[src/rtl/sdm_conv_ctrl.sv]
// sdm_conv_ctrl: sequencer for a first-order sigma-delta modulator front end.
// It holds the modulator integrators in reset, lets the loop settle for a few
// discarded frames, then forms signed sinc1 frame sums over OSR samples and
// hands them to a consumer through a valid/ready handshake.
//
// Ports:
//   clk, reset      system clock, asynchronous active-high reset
//   start           begin a conversion (honoured only in IDLE)
//   continuous      1 = keep converting frame after frame, 0 = one frame
//   abort           drop the current sequence and return to IDLE
//   osr_sel         oversampling ratio: 00=64 01=128 10=256 11=512
//   sdm_dout        modulator bitstream, sampled while sdm_en=1
//   sdm_en, sdm_rst modulator clock enable / integrator hold
//   cic_clr         one-cycle clear to the decimator on entry to SETTLE
//   frame_strobe    high on the last cycle of every OSR frame
//   result          signed 11-bit frame sum, result_valid/result_ready handshake
//   overrun         sticky: an unread result was overwritten
//   busy            high whenever the sequencer is not IDLE
module sdm_conv_ctrl #(
  parameter int RST_CYCLES    = 4,
  parameter int SETTLE_FRAMES = 2
) (
  input  logic        clk,
  input  logic        reset,
  input  logic        start,
  input  logic        continuous,
  input  logic        abort,
  input  logic [1:0]  osr_sel,
  input  logic        sdm_dout,
  output logic        sdm_en,
  output logic        sdm_rst,
  output logic        cic_clr,
  output logic        frame_strobe,
  output logic [10:0] result,
  output logic        result_valid,
  input  logic        result_ready,
  output logic        overrun,
  output logic        busy
);

  localparam logic [15:0] RST_LAST    = 16'(RST_CYCLES - 1);
  localparam logic [15:0] SETTLE_LAST = 16'(SETTLE_FRAMES - 1);

  typedef enum logic [1:0] {IDLE, MRST, SETTLE, CONV} state_t;

  state_t             state, state_next;
  logic [1:0]         osr_lat;
  logic [8:0]         frame_cnt;
  logic [8:0]         frame_last;
  logic [15:0]        rst_cnt;
  logic [15:0]        settle_cnt;
  logic signed [10:0] acc;
  logic signed [10:0] acc_sum;
  logic signed [10:0] pend_sum;
  logic               pend;
  logic               start_ok;

  assign start_ok = (state == IDLE) && start;

  // Sum including the sample on the current edge, so the frame-end value
  // captures all OSR samples.
  assign acc_sum = sdm_dout ? (acc + 11'sd1) : (acc - 11'sd1);

  always_comb begin
    case (osr_lat)
      2'b00:   frame_last = 9'd63;
      2'b01:   frame_last = 9'd127;
      2'b10:   frame_last = 9'd255;
      default: frame_last = 9'd511;
    endcase
  end

  always_comb begin
    state_next   = state;
    sdm_en       = 1'b0;
    sdm_rst      = 1'b1;
    busy         = 1'b1;
    frame_strobe = 1'b0;
    case (state)
      IDLE: begin
        busy = 1'b0;
        if (start) state_next = MRST;
      end
      MRST: begin
        if (rst_cnt == RST_LAST) state_next = SETTLE;
      end
      SETTLE: begin
        sdm_en       = 1'b1;
        sdm_rst      = 1'b0;
        frame_strobe = (frame_cnt == frame_last);
        if (frame_strobe && (settle_cnt == SETTLE_LAST)) state_next = CONV;
      end
      CONV: begin
        sdm_en       = 1'b1;
        sdm_rst      = 1'b0;
        frame_strobe = (frame_cnt == frame_last);
        if (frame_strobe && !continuous) state_next = IDLE;
      end
      default: state_next = IDLE;
    endcase
    // Abort overrides every other transition, including a frame end.
    if ((state != IDLE) && abort) state_next = IDLE;
  end

  always_ff @(posedge clk or posedge reset) begin
    if (reset) begin
      state   <= IDLE;
      osr_lat <= 2'b00;
      cic_clr <= 1'b0;
    end else begin
      state   <= state_next;
      cic_clr <= (state == MRST) && (state_next == SETTLE);
      if (start_ok) osr_lat <= osr_sel;
    end
  end

  // Counters and accumulator are idle-cleared, so an abort or a finished
  // conversion always leaves them ready for the next start.
  always_ff @(posedge clk or posedge reset) begin
    if (reset) begin
      frame_cnt  <= 9'd0;
      rst_cnt    <= 16'd0;
      settle_cnt <= 16'd0;
      acc        <= 11'sd0;
    end else if (abort || (state == IDLE)) begin
      frame_cnt  <= 9'd0;
      rst_cnt    <= 16'd0;
      settle_cnt <= 16'd0;
      acc        <= 11'sd0;
    end else begin
      if (state == MRST) rst_cnt <= rst_cnt + 16'd1;
      if (sdm_en) begin
        if (frame_strobe) begin
          frame_cnt <= 9'd0;
          acc       <= 11'sd0;
          if (state == SETTLE) settle_cnt <= settle_cnt + 16'd1;
        end else begin
          frame_cnt <= frame_cnt + 9'd1;
          acc       <= acc_sum;
        end
      end
    end
  end

  // A CONV frame sum is captured at the frame-end edge and published one
  // edge later; the publish edge is where the handshake and overrun are
  // resolved. A captured sum is always published, even if the sequencer
  // has meanwhile gone back to IDLE.
  always_ff @(posedge clk or posedge reset) begin
    if (reset) begin
      pend         <= 1'b0;
      pend_sum     <= 11'sd0;
      result       <= 11'd0;
      result_valid <= 1'b0;
      overrun      <= 1'b0;
    end else begin
      pend <= (state == CONV) && frame_strobe && !abort;
      if ((state == CONV) && frame_strobe && !abort) pend_sum <= acc_sum;
      if (pend) begin
        result       <= pend_sum;
        result_valid <= 1'b1;
        if (result_valid && !result_ready) overrun <= 1'b1;
      end else if (result_valid && result_ready) begin
        result_valid <= 1'b0;
      end
      if (start_ok) overrun <= 1'b0;
    end
  end

endmodule

[config.mk]
export PLATFORM = sky130hd
export DESIGN_NAME = sdm_conv_ctrl
export DESIGN_NICKNAME = d
export VERILOG_FILES = /design/src/rtl/sdm_conv_ctrl.sv
export SDC_FILE = /design/constraint.sdc
export NUM_CORES = 1
export LEC_CHECK = 0
export CAP_MARGIN = 15
export CORE_MARGIN = 4
export CORE_UTILIZATION = 35
export CTS_CLUSTER_DIAMETER = 80
export DETAILED_ROUTE_END_ITERATION = 6
export MAX_ROUTING_LAYER = met4
export PLACE_DENSITY_LB_ADDON = 0.3
export SLEW_MARGIN = 20
export SYNTH_ARGS = -nofsm -noshare
export SYNTH_HDL_FRONTEND = slang
export SYNTH_SLANG_ARGS = --single-unit
[constraint.sdc]
create_clock -name clk -period 4.13 [get_ports clk]
set_clock_uncertainty 0.15 [all_clocks]
set_input_delay 0.413 -clock clk [delete_from_list [all_inputs] [get_ports clk]]
set_output_delay 0.413 -clock clk [all_outputs]
set_load 0.02 [all_outputs]
# [Word-level counts from Yosys, hierarchy flattened]
# Cells that the tools add are included.
[word_totals] regBits=82 latchBits=0 ramBits=0 rom_bits=0 input_bits=9 out_inout_bits=18 elab_cells=81 memories=0
[classes] add_sub_neg=5 mul=0 div=0 magnitude_cmp=0 eq_ne=9 shift=0 n_mux=29 bitwise=0 n_reduce_logical=26
[op_table] operator="$mux 16" count=6
[op_table] operator="$mux 11" count=4
[op_table] operator="$add 16x1->16 const B" count=2
[op_table] operator="$mux 9" count=3
[op_table] operator="$pmux 9 s3" count=1
[op_table] operator="$eq 16x1->1 const B" count=1
[op_table] operator="$eq 16x2->1 const B" count=1
[op_table] operator="$reduce_bool 2->1" count=8
[op_table] operator="$add 11x2->11 const B" count=1
[op_table] operator="$sub 11x2->11 const B" count=1
[op_table] operator="$mux 2" count=5
[op_table] operator="$add 9x1->9 const B" count=1
[op_table] operator="$eq 9x9->1" count=1
[op_table] operator="$logic_and 1x1->1" count=9
[op_table] operator="$mux 1" count=9
[op_table] operator="$eq 2x2->1 const B" count=4
[op_table] operator="$pmux 2 s4" count=1
[op_table] operator="$eq 2x1->1 const B" count=2
[op_table] operator="$logic_not 2->1" count=2
[op_table] operator="$logic_not 1->1" count=3
[op_table] operator="$reduce_and 3->1" count=1
[op_table] operator="$reduce_and 2->1" count=1
[op_table] operator="$reduce_or 2->1" count=1
[op_table] operator="$logic_or 1x1->1" count=1

# [Depth between registers and ports, before layout]
# Gate-level depths: netlist (run 1).
[logic_depth] word_depth=9 ltp_mapped=8 mapped_depth_nobuf=8

# [Least setup slack after synthesis (run 1)]
# Ideal clock, no wire load.
[synth_path] path_type="register -> output" startpoint="register frame_cnt[8]" endpoint="output port frame_strobe" t_arrival_ns=1.967 t_required_ns=3.567 slack_ns=1.600 stages_incl_launch_ff=4 path_buffers=0 path_cell_list="dfrtp_1 or4_4 o211ai_4 nor4bb_1"
[synth_between] elab_chain_cells=2
[synth_lines] element="start, declared" line="48" source="logic [8:0] frame_cnt;"
[synth_lines] element="start signal, assigned" line="138" source="frame_cnt <= frame_cnt + 9'd1;"
[synth_lines] element="$eq 9x9->1" line="90, 96"
[synth_lines] element="$mux 1"
[synth_lines] element="end, declared" line="33" source="output logic frame_strobe,"
# Every way passes these cells.

# [Worst setup path after layout (run 1)]
[layout_path] startpoint="register frame_cnt[6]" endpoint="output port frame_strobe"
# The elaborated chain is that of the path after synthesis.

==> metrics.csv, run 1 <==
metric,value,unit
outcome,"complete, no violations",
core,12000,um^2
power_density,409,nW/um^2
cts_max_level,3,
dieArea,14000,um^2
cts_tree,done,
avgSynthCellArea,10.4,um^2
cts_setup_buffers,0,
arrival,2.80,ns
min_period,3.36,ns
grt_antenna_before_repair,0,
synth_edf_count,0,
p_leak,2.13,nW
async_flop_share,1.00,
synth_area_leaders,"dfrtp_1 48%, mux2_2 5.5%, nor2_1 4.2%, xnor2_1 4.1%, ha_1 3.8%",
root_buffer,clkbuf_16,
synth_top_family_by_area,simple AND/OR/NAND/NOR gates,
cts_made_buffers,9,
die_w,118,um
fillers,1116,
synth.largest_area_cell,dfrtp_1,
tightestPinTransition,0.743,ns
maxCapViolCount,0,
startpoint_type,flop,
critPathKind,reg2out,
irDropWorstVdd,240,uV
drt-initial-drc-count,174,
cts-resized-gates,0,
grt_use_met2,0.218,
row_count,40,
p_total,2.06,mW
globalplace.congestion,0.909,
worst_r2r_endpoint,frame_cnt[0],
finalCritPeriodShare,0.814,
multi_input_area,2080,um^2
drive_above_1_share,0.130,
grt_pass1_vias,3208,
grt_usage,0.141,
die_h,118,um
gr-total-overflow,0,
remaining_drc_errors,0,
register_area,2050,um^2
hold_buffers,0,
p_int,1.54,mW
p_comb_frac,0.122,
worstPathRequired,3.57,ns
pre_cts_slack,0.922,ns
clkPwrFrac,0.460,
hold_depth,2,
num-nets-final,464,
setup_viol,0,
p_seq_frac,0.418,
grtUsageMet3,0.0292,
setup-tns-final,0,ns
wirelength,8970,um
synth_top_area_frac,0.481,
r2r-start,frame_cnt[6],
place.port_buffers,26,
rrSetupSlack,1.50,ns
drv_slew,0,
grt-busiest-layer,met2,
diodes,0,
yosysSeqAreaShare,0.481,
hold_viol_final,0,
hp-class,reg2reg,
muxShareOfSynthArea,0.0554,
rr_worst_depth,7,
whs_endpoint,pend_sum[0],
wl_per_cell,15.1,um
ios,27,
synth_warnings,0,
max-clock-path-buffers,2,
path_max_fanout,6,
p_sw_frac,0.253,
synth_xor_area_frac,0.0759,
first_pass_iters,5,
slew_headroom,0.505,
power.net_switching,521,uW
synthSimpleGateAreaFrac,0.202,
via_per_inst,5.32,
grt_start_max_net_pins,60,
grt_setup_unrepaired,false,
fin_ws,0.768,ns
synthesis.area,4270,um^2
hold_start,pend_sum[0],
hold_slack,0.330,ns
max_freq,0.297,GHz
via_count,3153,
synth_cells,412,
dpl.hpwl,6160,um
clock_sinks,82,
clock_latency,0.34,ns
grt_pass1_wl,15800,um
start_util,0.357,
grt_use_met1,0.184,
ys_ff_latch,82,
synth_compound_area_frac,0.113,
synth_nets,435,
end_kind,output port,
syn2layout_area_growth,17.9,%
synth_flop_cell,dfrtp_1,
clkTransAtPathRegs,0.06,ns
antenna_left,0,
yosys.area_share.adder,0.0428,
yosysUniqueCellTypes,57,
power by group through the flow:
stage / clock network [mW] / registers [mW] / logic, mW
2_1_floorplan: 0 / 0.861 / 0.195
5_1_grt: 1.01 / 0.865 / 0.284
3_3_place_gp: 0 / 0.875 / 0.244
4_1_cts: 0.969 / 0.860 / 0.252
3_5_place_dp: 0 / 0.875 / 0.250
6_report: 0.947 / 0.860 / 0.251
flip-flops by register name (all words and copies together), names as in the netlist:
signal        cells
pend              1
state             2
settle_cnt       16
osr_lat           2
frame_cnt         9
rst_cnt          16
cic_clr           1
acc              11
pend_sum         11
overrun           1
result_valid      1
result           11
worst max-delay path by stage:
stage | start | to | cells past startpoint
CTS | frame_cnt[6] | frame_strobe | 4
detailed placement | sdm_dout | acc[10] | 9
global route | frame_cnt[6] | frame_strobe | 4
global placement | sdm_dout | acc[10] | 9
finish | frame_cnt[6] | frame_strobe | 4
floorplan | reset | acc[0] | 1
cell type report:
cell class | instances | area share
sequential | 82 | 0.408
timing repair buffer | 29 | 0.0562
clock inverter | 6 | 0.0226
tap | 147 | 0.0366
multi-input combinational | 300 | 0.414
inverter | 19 | 0.0147
clock buffer | 10 | 0.0475
layout by cell type (no fill, tap or decap), types with 3 or more instances in the layout:
master,synthesis,final
dfrtp_1,82,82
nor2_1,48,48
nand2_1,31,31
clkdlybuf4s50_1,0,26
o21ai_0,23,23
mux2_2,21,21
xnor2_1,20,20
inv_1,19,18
xor2_1,17,17
a21oi_1,16,16
ha_1,13,13
nand3_1,12,12
nand4_1,10,10
clkbuf_16,0,9
and3_1,8,8
nor4_1,8,8
a22o_1,6,6
nor3_1,6,6
nor2b_1,5,5
or3_1,5,5
nand2b_1,4,4
or2_2,3,3
a31oi_1,3,3
nor3_2,3,3
bufinv_16,0,3
buf_4,0,3
cells in the mapped netlist (all sizes together), types with 5 or more instances:
library cell	number
nor4	10
inv	19
nor2	48
nand2	31
o21ai	25
nor3	9
or3	5
and3	9
a22o	6
buf	6
xnor2	20
a21oi	16
nand3	14
clkbuf	5
dfrtp	82
nand4	11
mux2	21
ha	13
nor2b	5
xor2	17
worst max-delay path: stages (launching register included):
cell	delay, ns
dfrtp_1	0.44
or4_4	0.51
o211ai_4	0.23
nor4bb_1	0.55
clkdlybuf4s50_1	0.72
layer usage:
layer  share of wire  routed length (um)  up-vias
met1            0.47                4220     1550
met5               0                   0        -
met3           0.045                 400       16
li1                -                   -     1510
met4           0.016                 147        0
met2            0.47                4200       77
metrics by stage:
stage               area [um^2]  std cells   util
finish                     5030        593  0.421
global route               5030        593  0.421
CTS                        5030        593  0.420
detailed placement         4680        577  0.391
global placement           4680        577  0.391
floorplan                  4270        412      -
kinds of logic (layout without fill, tap and decap cells):
logic type,count (synthesis),in the layout
simple gates,160,160
flops,82,82
fa+ha+maj,14,14
buf+inv,30,64
mux,21,21
compound gates,68,68
xor+xnor,37,37
No activity file was read; power rests on OpenSTA's default activity.
==> run 2, diff against run 1 <==
- clock period: 4.13 -> 3.3 ns (I/O delays scaled with it)
==> run 2 against run 1 <==
  * Sequential power up 24%
  * Worst setup slack worse by 0.57 ns
  * Via count down 3.6%
  * Largest cell class unchanged
==> metrics.csv, run 2 (synthesis gave the netlist of run 1 again) <==
metric,value,unit
worstPathRequired,2.82,ns
gr-total-overflow,0,
finalCritPeriodShare,0.941,
clock_latency,0.34,ns
power_density,476,nW/um^2
hp-class,in2async,
globalplace.congestion,0.864,
p_total,2.38,mW
path_cells,or4_4 -> o211ai_4 -> nor4bb_4 -> clkdlybuf4s50_1,
cp_slowest_cell,clkdlybuf4s50_1,
wl_per_cell,14.2,um
grt_pass1_vias,3002,
drive_above_1_share,0.132,
path_max_fanout,6,
min_period,3.11,ns
p_leak,2.13,nW
antenna_left,0,
stdcell_area,4990,um^2
p_comb_frac,0.133,
start_util,0.357,
grt_use_met1,0.175,
clkPwrFrac,0.415,
cp.depth,4,
final_util,0.417,
startpoint_type,flop,
drt-initial-drc-count,130,
end_kind,output port,
tightestPinTransition,0.726,ns
p_int,1.70,mW
die_h,118,um
cts_tree,done,
p_seq_frac,0.452,
irDropWorstVdd,209,uV
outcome,"complete, no violations",
path_buf_inv,1,
place.port_buffers,26,
grt_usage,0.131,
clock_sinks,82,
final_cells,593,
clkTransAtPathRegs,0.07,ns
setup_viol,0,
max_freq,0.322,GHz
max-clock-path-buffers,2,
die_w,118,um
grt_start_max_net_pins,43,
cts_made_buffers,9,
wirelength,8440,um
grt_antenna_before_repair,0,
via_count,3038,
remaining_drc_errors,0,
dieArea,14000,um^2
place_area,4690,um^2
p_sw_frac,0.285,
slowest_delay,0.67,ns
layout_common_cells,"82 x dfrtp_1, 48 x nor2_1, 31 x nand2_1",
pre_cts_slack,0.186,ns
grtUsageMet3,0.0254,
setup-tns-final,0,ns
grt_use_met2,0.200,
hold_slack,0.264,ns
slew_headroom,0.515,
syn2layout_area_growth,17.0,%
via_per_inst,5.12,
cp_top_family,simple AND/OR/NAND/NOR gates,
hold_buffers,0,
arrival,2.63,ns
rrSetupSlack,0.80,ns
grt-busiest-layer,met2,
core,12000,um^2
r2r-start,frame_cnt[6],
num-nets-final,464,
power.net_switching,676,uW
cts_max_level,3,
worst_r2r_endpoint,pend_sum[9],
dpl.hpwl,5940,um
ios,27,
critPathKind,reg2out,
largestRegisters,"rst_cnt: 16 flops, settle_cnt: 16 flops",
drv_slew,0,
row_count,40,
dp_cells,577,
fin_ws,0.195,ns
diodes,0,
layout_commonest_cell,dfrtp_1,
grt_setup_unrepaired,false,
first_pass_iters,4,
fillers,1152,
grt_pass1_wl,14700,um
maxCapViolCount,0,
cts_setup_buffers,0,
hold_viol_final,0,
root_buffer,clkbuf_16,
rr_worst_depth,6,
-- run 2: power by group through the flow --
stage          clock network [mW]  registers (mW)  logic [mW]
2_1_floorplan                   0            1.08       0.244
3_3_place_gp                    0            1.09       0.307
3_5_place_dp                    0            1.09       0.313
4_1_cts                      1.01            1.07       0.314
5_1_grt                      1.05            1.08       0.355
6_report                    0.986            1.07       0.315
-- run 2: repair_timing --
item | in CTS | in global routing
hold endpoints to repair | 0 | 0
endpoints found under the setup margin | 1 | 1
resized for setup | 1 | 1
-- run 2: layout make-up --
| class | instances | area, um^2 | area share |
|---|---|---|---|
| Multi-Input combinational cell | 300 | 2100 | 0.420 |
| Sequential cell | 82 | 2050 | 0.411 |
| Timing Repair Buffer | 29 | 295 | 0.0591 |
| Clock buffer | 9 | 225 | 0.0451 |
| Tap cell | 147 | 184 | 0.0368 |
| Inverter | 19 | 72.6 | 0.0145 |
| Clock inverter | 7 | 65.1 | 0.0130 |
-- run 2: per-layer routing --
metal	routed length, um	part of all wire
met5	0	0
met4	132	0.016
met3	287	0.034
met2	3830	0.45
met1	4190	0.50
-- run 2: worst max path at each step --
stage,startpoint,slack [ns],to
floorplan,reset,0.71,acc[0]
global placement,sdm_dout,0.25,acc[10]
detailed placement,sdm_dout,0.19,acc[10]
CTS,frame_cnt[6],0.1,frame_strobe
global route,frame_cnt[6],0.09,frame_strobe
finish,frame_cnt[6],0.19,frame_strobe
-- run 2: worst register-to-register path: stages (launching register included) --
cell and delay [ns]:
dfrtp_1 0.45, or4_4 0.51, o211ai_4 0.24, and3_2 0.29
nand3_4 0.18, inv_1 0.21, mux2_2 0.35
==> run 3, diff against run 2 <==
- SKIP_CTS_REPAIR_TIMING: not set -> 1
==> run 3 against run 2 <==
  * Clock-buffer cell count stayed put
  * Die area stayed put
  * Worst hold slack hardly changed
  * Non-clock buffer count stayed put
  * Fmax hardly changed
  * Sequential share of layout area stayed put
  * Cell area stayed put
  * Critical path depth stayed put
  * Clock power hardly changed
  * Routed wire length hardly changed
  * First-iteration DRC count stayed put
  * Total power hardly changed
  * Largest cell class unchanged
==> metrics.csv, run 3 (synthesis gave the netlist of run 1 again) <==
metric,value,unit
root_buffer,clkbuf_16,
setup-tns-final,0,ns
min_period,3.10,ns
grt_pass1_vias,3005,
globalplace.congestion,0.864,
dpl.hpwl,5940,um
end_kind,output port,
grt_antenna_before_repair,0,
max_freq,0.322,GHz
final_cells,593,
startpoint_type,flop,
via_per_inst,5.11,
row_count,40,
crit_start,frame_cnt[6],
path_max_fanout,6,
stdcell_area,4990,um^2
layout_commonest_cell,dfrtp_1,
p_leak,2.13,nW
finalCritPeriodShare,0.941,
die_w,118,um
hp-class,in2async,
setup_viol,0,
maxCapViolCount,0,
antenna_left,0,
p_total,2.38,mW
first_pass_iters,4,
remaining_drc_errors,0,
worst_r2r_endpoint,pend_sum[9],
drt-initial-drc-count,130,
clock_latency,0.34,ns
clkTransAtPathRegs,0.07,ns
fin_ws,0.196,ns
core,12000,um^2
max-clock-path-buffers,2,
syn2layout_area_growth,17.0,%
rrSetupSlack,0.80,ns
cts_made_buffers,9,
die_h,118,um
slew_headroom,0.515,
grt_setup_unrepaired,false,
irDropWorstVdd,209,uV
wl_per_cell,14.2,um
grt_pass1_wl,14700,um
grt_start_max_net_pins,43,
grt_usage,0.131,
hold_viol_final,0,
fillers,1153,
clock_sinks,82,
dp_cells,577,
wirelength,8440,um
dieArea,14000,um^2
critPathKind,reg2out,
power_density,476,nW/um^2
tightestPinTransition,0.726,ns
place_area,4690,um^2
arrival,2.62,ns
cp_slowest_cell,clkdlybuf4s50_1,
start_util,0.357,
cts_max_level,3,
diodes,0,
layout_common_cells,"82 x dfrtp_1, 48 x nor2_1, 31 x nand2_1",
final_util,0.417,
largestRegisters,"rst_cnt: 16 flops, settle_cnt: 16 flops",
slowest_delay,0.67,ns
drive_above_1_share,0.132,
hold_slack,0.264,ns
r2r-start,frame_cnt[6],
pre_cts_slack,0.186,ns
gr-total-overflow,0,
place.port_buffers,26,
drv_slew,0,
path_cells,or4_4 -> o211ai_4 -> nor4bb_4 -> clkdlybuf4s50_1,
cts_tree,done,
rr_worst_depth,6,
ios,27,
via_count,3033,
num-nets-final,464,
worstPathRequired,2.82,ns
outcome,"complete, no violations",
-- run 3: cell counts in the layout (fill, tap and decap cells not counted) --
No cell type changed its count.
-- run 3: routing by layer --
metal	vias up	GRT usage	routed length (um)	share of wire
met5	-	-	0	0
met4	0	0.0492	132	0.016
met3	10	0.0254	284	0.034
met2	50	0.200	3830	0.45
met1	1454	0.175	4200	0.50
li1	1519	-	-	-
-- run 3: layout make-up --
class                   count  area [um^2]  share of cell area
multi-input cells         300         2100               0.420
flip-flops and latches     82         2050               0.411
repair buffers             29          295              0.0591
clock buffers               9          225              0.0451
well taps                 147          184              0.0368
inverters                  19         72.6              0.0145
clock inverters             7         65.1              0.0130
-- run 3: critical path, delay by kind of cell (launching register included) --
kind                   cells  cell delay [ns]
AND/OR/NAND/NOR            2             0.92
flip-flops                 1             0.45
buffers and inverters      1             0.67
AO/OA/AOI/OAI              1             0.24
-- run 3: worst max path at each step --
stage | to
detailed placement | acc[10]
global route | frame_strobe
finish | frame_strobe
global placement | acc[10]
floorplan | acc[0]
CTS | frame_strobe
-- run 3: power breakdown --
| group | total [mW] | leakage [nW] | switching (mW) | internal (mW) |
|---|---|---|---|---|
| clock network | 0.986 | 0.141 | 0.454 | 0.531 |
| registers | 1.07 | 1.13 | 0.0383 | 1.04 |
| logic | 0.315 | 0.854 | 0.184 | 0.131 |
| total | 2.38 | 2.13 | 0.676 | 1.70 |
